$ cat config.mk
export PLATFORM = sky130hd
export DESIGN_NAME = l1_cache
export DESIGN_NICKNAME = d
export VERILOG_FILES = /design/src/rtl/l1_cache.sv
export SDC_FILE = /design/constraint.sdc
export NUM_CORES = 2
export LEC_CHECK = 0
export BUFFER_PORTS_ARGS = -buffer_cell sky130_fd_sc_hd__buf_2
export CELL_PAD_IN_SITES_DETAIL_PLACEMENT = 1
export CELL_PAD_IN_SITES_GLOBAL_PLACEMENT = 2
export CORE_ASPECT_RATIO = 2
export CORE_MARGIN = 2
export CORE_UTILIZATION = 47
export CTS_CLUSTER_DIAMETER = 50
export DETAILED_ROUTE_END_ITERATION = 6
export HOLD_SLACK_MARGIN = 0.1
export PLACE_DENSITY_LB_ADDON = 0.1
export SLEW_MARGIN = 20
export SYNTH_ARGS = -nofsm -noshare
export SYNTH_HDL_FRONTEND = slang
export SYNTH_SLANG_ARGS = --single-unit
$ cat constraint.sdc
create_clock -name clk -period 30.7 [get_ports clk]
set_input_delay 6.14 -clock clk [delete_from_list [all_inputs] [get_ports clk]]
set_output_delay 6.14 -clock clk [all_outputs]
set_load 0.03 [all_outputs]
$ cat src/rtl/l1_cache.sv
// Direct-mapped, write-back, write-allocate L1 cache for the LC-3b memory port.
// Hits complete combinationally in IDLE; misses run an optional line write-back and then a line fill.
module l1_cache #(
   parameter int NUM_SETS  = 8,
   parameter int LINE_BITS = 128
) (
   input  logic                 clk,
   input  logic                 rst_n,
   input  logic [15:0]          mem_address,
   input  logic                 mem_read,
   input  logic                 mem_write,
   input  logic [1:0]           mem_byte_enable,
   input  logic [15:0]          mem_wdata,
   output logic [15:0]          mem_rdata,
   output logic                 mem_resp,
   output logic [15:0]          pmem_address,
   output logic                 pmem_read,
   output logic                 pmem_write,
   output logic [LINE_BITS-1:0] pmem_wdata,
   input  logic [LINE_BITS-1:0] pmem_rdata,
   input  logic                 pmem_resp
);

   localparam int IW = $clog2(NUM_SETS);
   localparam int TW = 12 - IW;

   typedef enum logic [1:0] {S_IDLE, S_WRITEBACK, S_ALLOCATE} state_t;

   state_t                 r_state;
   state_t                 w_next;
   logic [NUM_SETS-1:0]    r_valid;
   logic [NUM_SETS-1:0]    r_dirty;
   logic [TW-1:0]          r_tag  [NUM_SETS];
   logic [LINE_BITS-1:0]   r_data [NUM_SETS];
   logic [TW-1:0]          r_req_tag;
   logic [IW-1:0]          r_req_idx;

   logic [IW-1:0]          w_idx;
   logic [TW-1:0]          w_tag;
   logic [2:0]             w_word;
   logic                   w_req;
   logic                   w_hit;
   logic                   w_miss;
   logic                   w_wr_hit;
   logic [LINE_BITS-1:0]   w_line;
   logic [LINE_BITS-1:0]   w_merged;
   logic                   w_unused;

   function automatic logic [LINE_BITS-1:0] merge_word(
      input logic [LINE_BITS-1:0] line,
      input logic [2:0]           word,
      input logic [1:0]           be,
      input logic [15:0]          wdata
   );
      logic [LINE_BITS-1:0] m;
      m = line;
      if (be[0]) m[{word, 4'd0} +: 8] = wdata[7:0];
      if (be[1]) m[{word, 4'd8} +: 8] = wdata[15:8];
      return m;
   endfunction

   assign w_unused = mem_address[0];
   assign w_idx    = mem_address[3+IW:4];
   assign w_tag    = mem_address[15:4+IW];
   assign w_word   = mem_address[3:1];
   assign w_req    = mem_read | mem_write;
   assign w_line   = r_data[w_idx];
   assign w_hit    = r_valid[w_idx] && (r_tag[w_idx] == w_tag);
   assign w_miss   = (r_state == S_IDLE) && w_req && !w_hit;
   // Simultaneous read and write is treated as a write.
   assign w_wr_hit = (r_state == S_IDLE) && mem_write && w_hit;
   assign w_merged = merge_word(w_line, w_word, mem_byte_enable, mem_wdata);

   always_comb begin
      w_next       = r_state;
      mem_resp     = 1'b0;
      mem_rdata    = '0;
      pmem_read    = 1'b0;
      pmem_write   = 1'b0;
      pmem_address = '0;
      pmem_wdata   = '0;
      case (r_state)
         S_IDLE: begin
            if (w_req) begin
               if (w_hit) begin
                  mem_resp  = 1'b1;
                  mem_rdata = w_line[{w_word, 4'd0} +: 16];
               end else if (r_valid[w_idx] && r_dirty[w_idx]) begin
                  w_next = S_WRITEBACK;
               end else begin
                  w_next = S_ALLOCATE;
               end
            end
         end
         S_WRITEBACK: begin
            pmem_write   = 1'b1;
            pmem_address = {r_tag[r_req_idx], r_req_idx, 4'b0};
            pmem_wdata   = r_data[r_req_idx];
            if (pmem_resp) w_next = S_ALLOCATE;
         end
         S_ALLOCATE: begin
            pmem_read    = 1'b1;
            pmem_address = {r_req_tag, r_req_idx, 4'b0};
            if (pmem_resp) w_next = S_IDLE;
         end
         default: w_next = S_IDLE;
      endcase
   end

   // Miss tag/index are latched so a dropped request still installs the line it started.
   always_ff @(posedge clk or negedge rst_n) begin
      if (!rst_n) begin
         r_state   <= S_IDLE;
         r_valid   <= '0;
         r_dirty   <= '0;
         r_req_tag <= '0;
         r_req_idx <= '0;
      end else begin
         r_state <= w_next;
         if (w_miss) begin
            r_req_tag <= w_tag;
            r_req_idx <= w_idx;
         end
         if (w_wr_hit) r_dirty[w_idx] <= 1'b1;
         if (r_state == S_WRITEBACK && pmem_resp) r_dirty[r_req_idx] <= 1'b0;
         if (r_state == S_ALLOCATE && pmem_resp) begin
            r_valid[r_req_idx] <= 1'b1;
            r_dirty[r_req_idx] <= 1'b0;
         end
      end
   end

   // Tag and data arrays carry no reset; validity is tracked by r_valid alone.
   always_ff @(posedge clk) begin
      if (w_wr_hit) r_data[w_idx] <= w_merged;
      if (r_state == S_ALLOCATE && pmem_resp) begin
         r_data[r_req_idx] <= pmem_rdata;
         r_tag[r_req_idx]  <= r_req_tag;
      end
   end

endmodule

Word level (Yosys, flattened, before mapping)
Memory sizes are Yosys's and may differ from the RTL's.
Cells that the tools add are included.
{"block": "totals", "register_bits": 30, "inputBits": 167, "n_memories": 2, "wordCells": 83, "ramBits": 1096, "out_inout_bits": 163}
{"name": "r_data", "words": 8, "width": 128, "rd": 2, "rd_clocked_by_memory_dff": 0, "wr": 1, "line_no": "34", "source": "logic [LINE_BITS-1:0] r_data [NUM_SETS];"}
{"name": "r_tag", "words": 8, "width": 9, "rd": 2, "rd_clocked_by_memory_dff": 0, "wr": 1, "line_no": "33", "source": "logic [TW-1:0] r_tag [NUM_SETS];"}
{"block": "op_classes", "eq_ne": 7, "add_sub_neg": 2, "n_reduce_logical": 14, "n_lt_le_gt_ge": 4, "mux": 38, "bitwise": 6, "shifts": 5}
{"cell": "2-to-1 mux 128 bit", "n": 4}
{"cell": "bitwise mux 128 bit", "n": 2}
{"cell": "variable shift 8 x 9 -> 128 bit, first input constant", "n": 2}
{"cell": "indexed part select 8 x 9 -> 128 bit", "n": 2}
{"cell": "OR reduction 128 bit", "n": 1}
{"cell": "indexed part select 128 x 8 -> 16 bit", "n": 1}
{"cell": "2-to-1 mux 16 bit", "n": 3}
{"cell": "case mux 16 bit (2 select lines)", "n": 1}
{"cell": "2-to-1 mux 8 bit", "n": 3}
{"cell": "negator 7 -> 9 bit", "n": 2}
{"cell": "AND 8 bit", "n": 2}
{"cell": "OR 8 bit", "n": 2}
{"cell": "2-to-1 mux 1 bit", "n": 14}
{"cell": "logical AND 1 bit", "n": 10}
{"cell": "2-to-1 mux 2 bit", "n": 5}
{"cell": "== test 9 bit", "n": 1}
{"cell": "less-than comparator 3 x 4 -> 1 bit, second input constant", "n": 2}
{"cell": "inequality test 2 bit, second input constant", "n": 4}
{"cell": "NOT 8 bit", "n": 1}
{"cell": "binary-select mux 1 bit (select 3 bit)", "n": 2}
{"cell": "demux 1 bit (select 3 bit)", "n": 2}
{"cell": "greater-or-equal comparator 3 x 1 -> 1 bit, second input constant", "n": 2}
{"cell": "case mux 2 bit (3 select lines)", "n": 1}
{"cell": "AND reduction 4 bit", "n": 1}
{"cell": "6 further kinds", "n": 6}

Logic depth before layout (Yosys ltp)
{"block": "logic_depth", "ltp_word": 10, "mapped_depth": 15, "mapped_depth_nobuf": 9}

Worst setup path before layout
OpenSTA, ideal clock, no wires.
{"block": "synth_timing", "path_type": "in2reg", "from": "in mem_address[4]", "to": "mem r_data[6][0], enable pin", "stages": 10, "path_buffers": 3, "setup_ns": 0.792, "t_arrival_ns": 16.861, "slack_ns": 13.047, "t_required_ns": 29.908, "cell_sequence": "buf_6 -> buf_4 -> mux4_2 -> mux2i_1 -> xnor2_1 -> nor3_4 -> and4_1 -> buf_2 -> nand2_1 -> o21ai_0"}
{"block": "synth_via", "elab_chain_cells": 7, "elab_cells_between_ends": 10, "cone_classes": "eq/ne: 1; mux: 6; reduce/logical: 2; memory: 1"}
{"element": "from (decl)", "line_no": "9", "source": "input logic [15:0] mem_address,"}
{"element": "memory read (8 x 9 bit) / binary-select mux 1 bit (select 3 bit) (equally long branches)"}
{"element": "== test 9 bit / 2-to-1 mux 1 bit (equally long branches)", "line_no": "68", "source": "assign w_hit = r_valid[w_idx] && (r_tag[w_idx] == w_tag);"}
{"element": "logical AND 1 bit", "line_no": "68"}
{"element": "logical AND 1 bit", "line_no": "71", "source": "assign w_wr_hit = (r_state == S_IDLE) && mem_write && w_hit;"}
{"element": "2-to-1 mux 1 bit", "line_no": "135", "source": "if (w_wr_hit) r_data[w_idx] <= w_merged;"}
{"element": "2-to-1 mux 1 bit (not written as such)", "line_no": "135"}
{"element": "2-to-1 mux 1 bit (no line)"}
{"element": "to (decl)", "line_no": "34"}
Several ways; a longest one is shown, not always the timed one. The select of a mux whose other input is x is not followed.

Final worst setup path
{"block": "layout_timing", "from": "in mem_address[4]", "to": "out mem_rdata[12]"}
{"block": "layout_via", "elab_chain_cells": 6, "elab_cells_between_ends": 10, "cone_classes": "eq/ne: 1; shift: 1; mux: 5; reduce/logical: 1; memory: 2"}
{"element": "branches (longest 3 deep; another with memory read (8 x 128 bit))"}
{"element": "2-to-1 mux 16 bit (*)", "line_no": "85", "source": "if (w_hit) begin"}
{"element": "2-to-1 mux 16 bit (*)", "line_no": "84", "source": "if (w_req) begin"}
{"element": "2-to-1 mux 16 bit (*)", "line_no": "82", "source": "case (r_state)"}
{"element": "to (decl)", "line_no": "14", "source": "output logic [15:0] mem_rdata,"}
Every way passes the cells marked *. The select of a mux whose other input is x is not followed.

==> impl_metrics.csv <==
group,metric,value,unit
cts,cts_resized,0,
final_layout,ff_latch_area,33670,um2
yosys,synth_ff_type,"edfxtp_1",
placement,globalplace.congestion,0.8837,
sta,hold_viol_final,0,
die,boundaryPins,330,
global_routing,use_met2,62.85,%
sta,clock-skew-final,37.10,ps
die,floorplan.initialDensity,47.32,%
sta,setup-tns-final,0,ps
hold_path,worst_hold_path_stage_count,1,
yosys,ys_types,77,
die,num_rows,176,
global_routing,globalRouteTotalUtil,39.36,%
sta,grt_setup_unrepaired,"false",
yosys,synth_area,54290,um2
route,detail_route.drc_violations,1,
yosys,area_share_of_the_leading_cell_type_in_the_synthesized_netlist,60.62,%
pwr,power.share.switching,37.03,%
final_layout,area_delta_synth_final,12.27,%
sta,slew_at_the_pin_closest_to_its_max_slew_limit,1314,ps
route,postRouteAntennaNets,0,
pwr,p_int,0.003157,W
placement,dp_hpwl,144.3,mm
cts,cts.reportedPaths.clkPinSlew,60,ps
outcome,run_status,"complete, but fails checks",
yosys,syn_area_per_cell,13.59,um2
final_layout,finalCoreUtilization,53.13,%
pwr,clkPwrFrac,26.3,%
cts,clock_sinks,1126,
cts,post-cts-setup-buffer-count,0,
yosys,ys_seq_elements,1126,
die,fp.dieW,244.3,um
sta,timing.final.ws_setup,12020,ps
die,die_area,118400,um2
sta,final_slew_violations,0,
yosys,synth-warning-count,0,
pwr,power_frac_comb,32.2,%
placement,port_buffers,324,
global_routing,grtUsageMet3,8.369,%
route,routed_via_count,42490,
route,detailedRoute.firstPassIterationCount,7,
route,dr.first_iter.drc_count,5378,
pwr,leakagePower,20.35,nW
setup_path,timing_worst_setup_path_type,"input port to output port",
setup_path,r2r_cells,12,
route,drt-total-wl,236.9,mm
final_layout,multi_input_comb_area,19160,um2
global_routing,top_usage_layer,"met2",
global_routing,grt_start_max_net_pins,118,
job,number_of_max_cap_violations,0,
global_routing,first_global_vias,43290,
cts,cts_inserted_buffers,101,
pwr,p_switching,0.001857,W
global_routing,grtUsageMet1,48.02,%
global_routing,grt_first_pass_wirelength,327.6,mm
outcome,violations,"DRC",
yosys,synth.yosys.seq_area_share,62.01,%
global_routing,antenna_violations_before_repair,15,
pwr,sequentialPowerShare,41.5,%
final_layout,drive_gt1_share,22.63,%
sta,timing.max_slew.rel_slack,12.40,%
final_layout,finish.net_count,4365,
die,die_h,484.6,um
yosys,synth-edff-count,1096,
sta,report.final.setup_viol,0,
pwr,pwr_density_cell,82.27,nW/um2
placement,dp_slack,12350,ps
global_routing,grt_remaining_overflow,0,
sta,final_period_util,60.85,%
setup_path,required,24560,ps
route,post_drt_wl_per_cell,40.89,um
yosys,synth_area_leader_cell,"edfxtp_1",
pwr,irDropWorstVdd,0.06171,mV
hold_path,worstHoldPathType,"register to register",
cts,cts-root-to-sink-buffers,3,
yosys,synth_top_cells_by_area,"edfxtp_1, mux4_2, a22oi_1, mux2_2, a221oi_1",
setup_path,timing.critical_path.arrival,12540,ps
cts,htree_num_levels,3,
route,route.detailed.vias_per_inst,7.333,
yosys,postSynthCellCount,3994,
sta,fmaxAchievable,0.05353,GHz
setup_path,crit_path_start_kind,"input port",
cts,cts_hold_repair.buffers,0,
yosys,synthArstFlopShare,2.664,%
sta,fin_crit,18680,ps
cts,clk_latency,750,ps
final_layout,n_fill_cell,11230,
cts,root_buffer,"clkbuf_16",
die,core,114700,um2
setup_path,critical_path_peak_fanout,90,
cts,cts_tree,"yes",
setup_path,timing.critical_path.to_type,"output port",
==> registers in the layout, indices dropped and copies added, names as in the netlist <==
signal,cells
r_req_idx,3
r_dirty,8
r_state,2
r_valid,8
r_data,1024
r_req_tag,9
r_tag,72
==> logic make-up (layout without fill, tap and decap cells) <==
logic type	after synthesis	after routing	share of synthesized area, %
AO/OA/AOI/OAI	1297	1297	17.03
XOR/XNOR	5	5	0.08066
adder cells (fa/ha/maj)	9	9	0.2074
buffers and inverters	386	662	3.213
flip-flops	1126	1126	62.01
multiplexers	469	469	11.98
other	1	12	0.006908
AND/OR/NAND/NOR	701	701	5.476
==> cells in the final DEF (no fill, tap or decap), types with 11 or more instances in the layout <==
master,instances
a211oi_1,31
a21oi_1,292
a221o_1,31
a221oi_1,201
a222oi_1,19
a22o_1,51
a22oi_1,341
a31oi_1,69
a41oi_1,54
and2_1,11
and3_1,11
buf_2,321
buf_4,127
bufinv_16,12
clkbuf_1,17
clkbuf_16,102
clkinv_1,17
clkinv_2,17
dfrtp_1,27
edfxtp_1,1096
inv_1,11
mux2_2,163
mux2i_1,168
mux4_2,127
nand2_1,190
nand2b_1,12
nand3_1,11
nor2_1,377
nor2b_1,15
nor3_1,15
o211ai_1,14
o21a_1,12
o21ai_0,74
o22ai_1,43
o2bb2ai_1,11
==> cells in the mapped netlist, types with 12 or more instances <==
cell type,count
nor2_1,384
and2_1,16
a21oi_1,295
nand2b_1,12
a211oi_1,31
clkbuf_1,225
a31oi_1,69
a222oi_1,19
nor2b_1,25
mux4_2,127
edfxtp_1,1096
nor3_1,17
a221o_1,31
mux2i_1,168
o21ai_0,81
buf_2,70
a22o_1,51
and3_1,12
a22oi_1,341
a221oi_1,201
inv_1,14
o211ai_1,14
o22ai_1,43
dfrtp_1,30
buf_4,27
nand2_1,193
mux2_2,163
a41oi_1,54
buf_1,33
o21a_1,12
==> path summary, 6_finish.rpt <==
| check | from | endpoint | slack [ps] |
|---|---|---|---|
| setup / recovery | mem_address[4] | mem_rdata[12] | 12020 |
| hold / removal | r_valid[4]$_DFFE_PN0P_ | r_valid[4]$_DFFE_PN0P_ | 470 |
| setup reg to reg | r_req_idx[2]$_DFFE_PN0P_ | r_data[7][111]$_DFFE_PP_ | 24120 |
| hold reg to reg | r_valid[4]$_DFFE_PN0P_ | r_valid[4]$_DFFE_PN0P_ | 470 |
| max in group asynchronous | rst_n | r_req_idx[2]$_DFFE_PN0P_ | 24500 |
| min in group asynchronous | rst_n | r_req_tag[7]$_DFFE_PN0P_ | 5520 |
==> metal layers <==
layer,share of wire (%),wire [um]
met1,35,83240
met2,47,111300
met3,10,24530
met5,0.051,121
met4,7.5,17740
==> power groups by stage <==
stage,Sequential (W),Clock [W],Combinational [W]
2_1_floorplan,0.00209,0,0.000948
3_3_place_gp,0.00210,0,0.00155
3_5_place_dp,0.00211,0,0.00157
4_1_cts,0.00208,0.00132,0.00158
5_1_grt,0.00209,0.00137,0.00167
6_report,0.00208,0.00132,0.00162
==> area by class of cell <==
cell class,count,share of cell area (%)
Multi-Input combinational cell,2485,31.44
Antenna cell,8,0.03284
Clock inverter,67,1.197
Inverter,16,0.1109
Clock buffer,120,4.315
Timing Repair Buffer,459,4.549
Sequential cell,1126,55.25
Tap cell,1513,3.106
==> per-stage QoR <==
stage          power (W)  hold slack [ps]  instance area (um2)  cells
4_1_cts         0.004976            463.5                60890   5784
5_1_grt         0.005130            475.0                60930   5787
2_1_floorplan   0.003042            425.2                54300   3997
3_3_place_gp    0.003649            444.4                57530   5597
3_5_place_dp    0.003683            444.1                57530   5597
6_report        0.005014            466.6                60950   5794
==> worst max-delay path: stages <==
cell and delay (ps):
buf_8 470, buf_4 790, buf_4 610, buf_12 540
clkinv_2 700, buf_4 540, a221o_1 360, a222oi_1 1040
a22oi_1 160, a21oi_1 270, a211oi_1 140, buf_2 280
(Power assumes the default switching activity.)
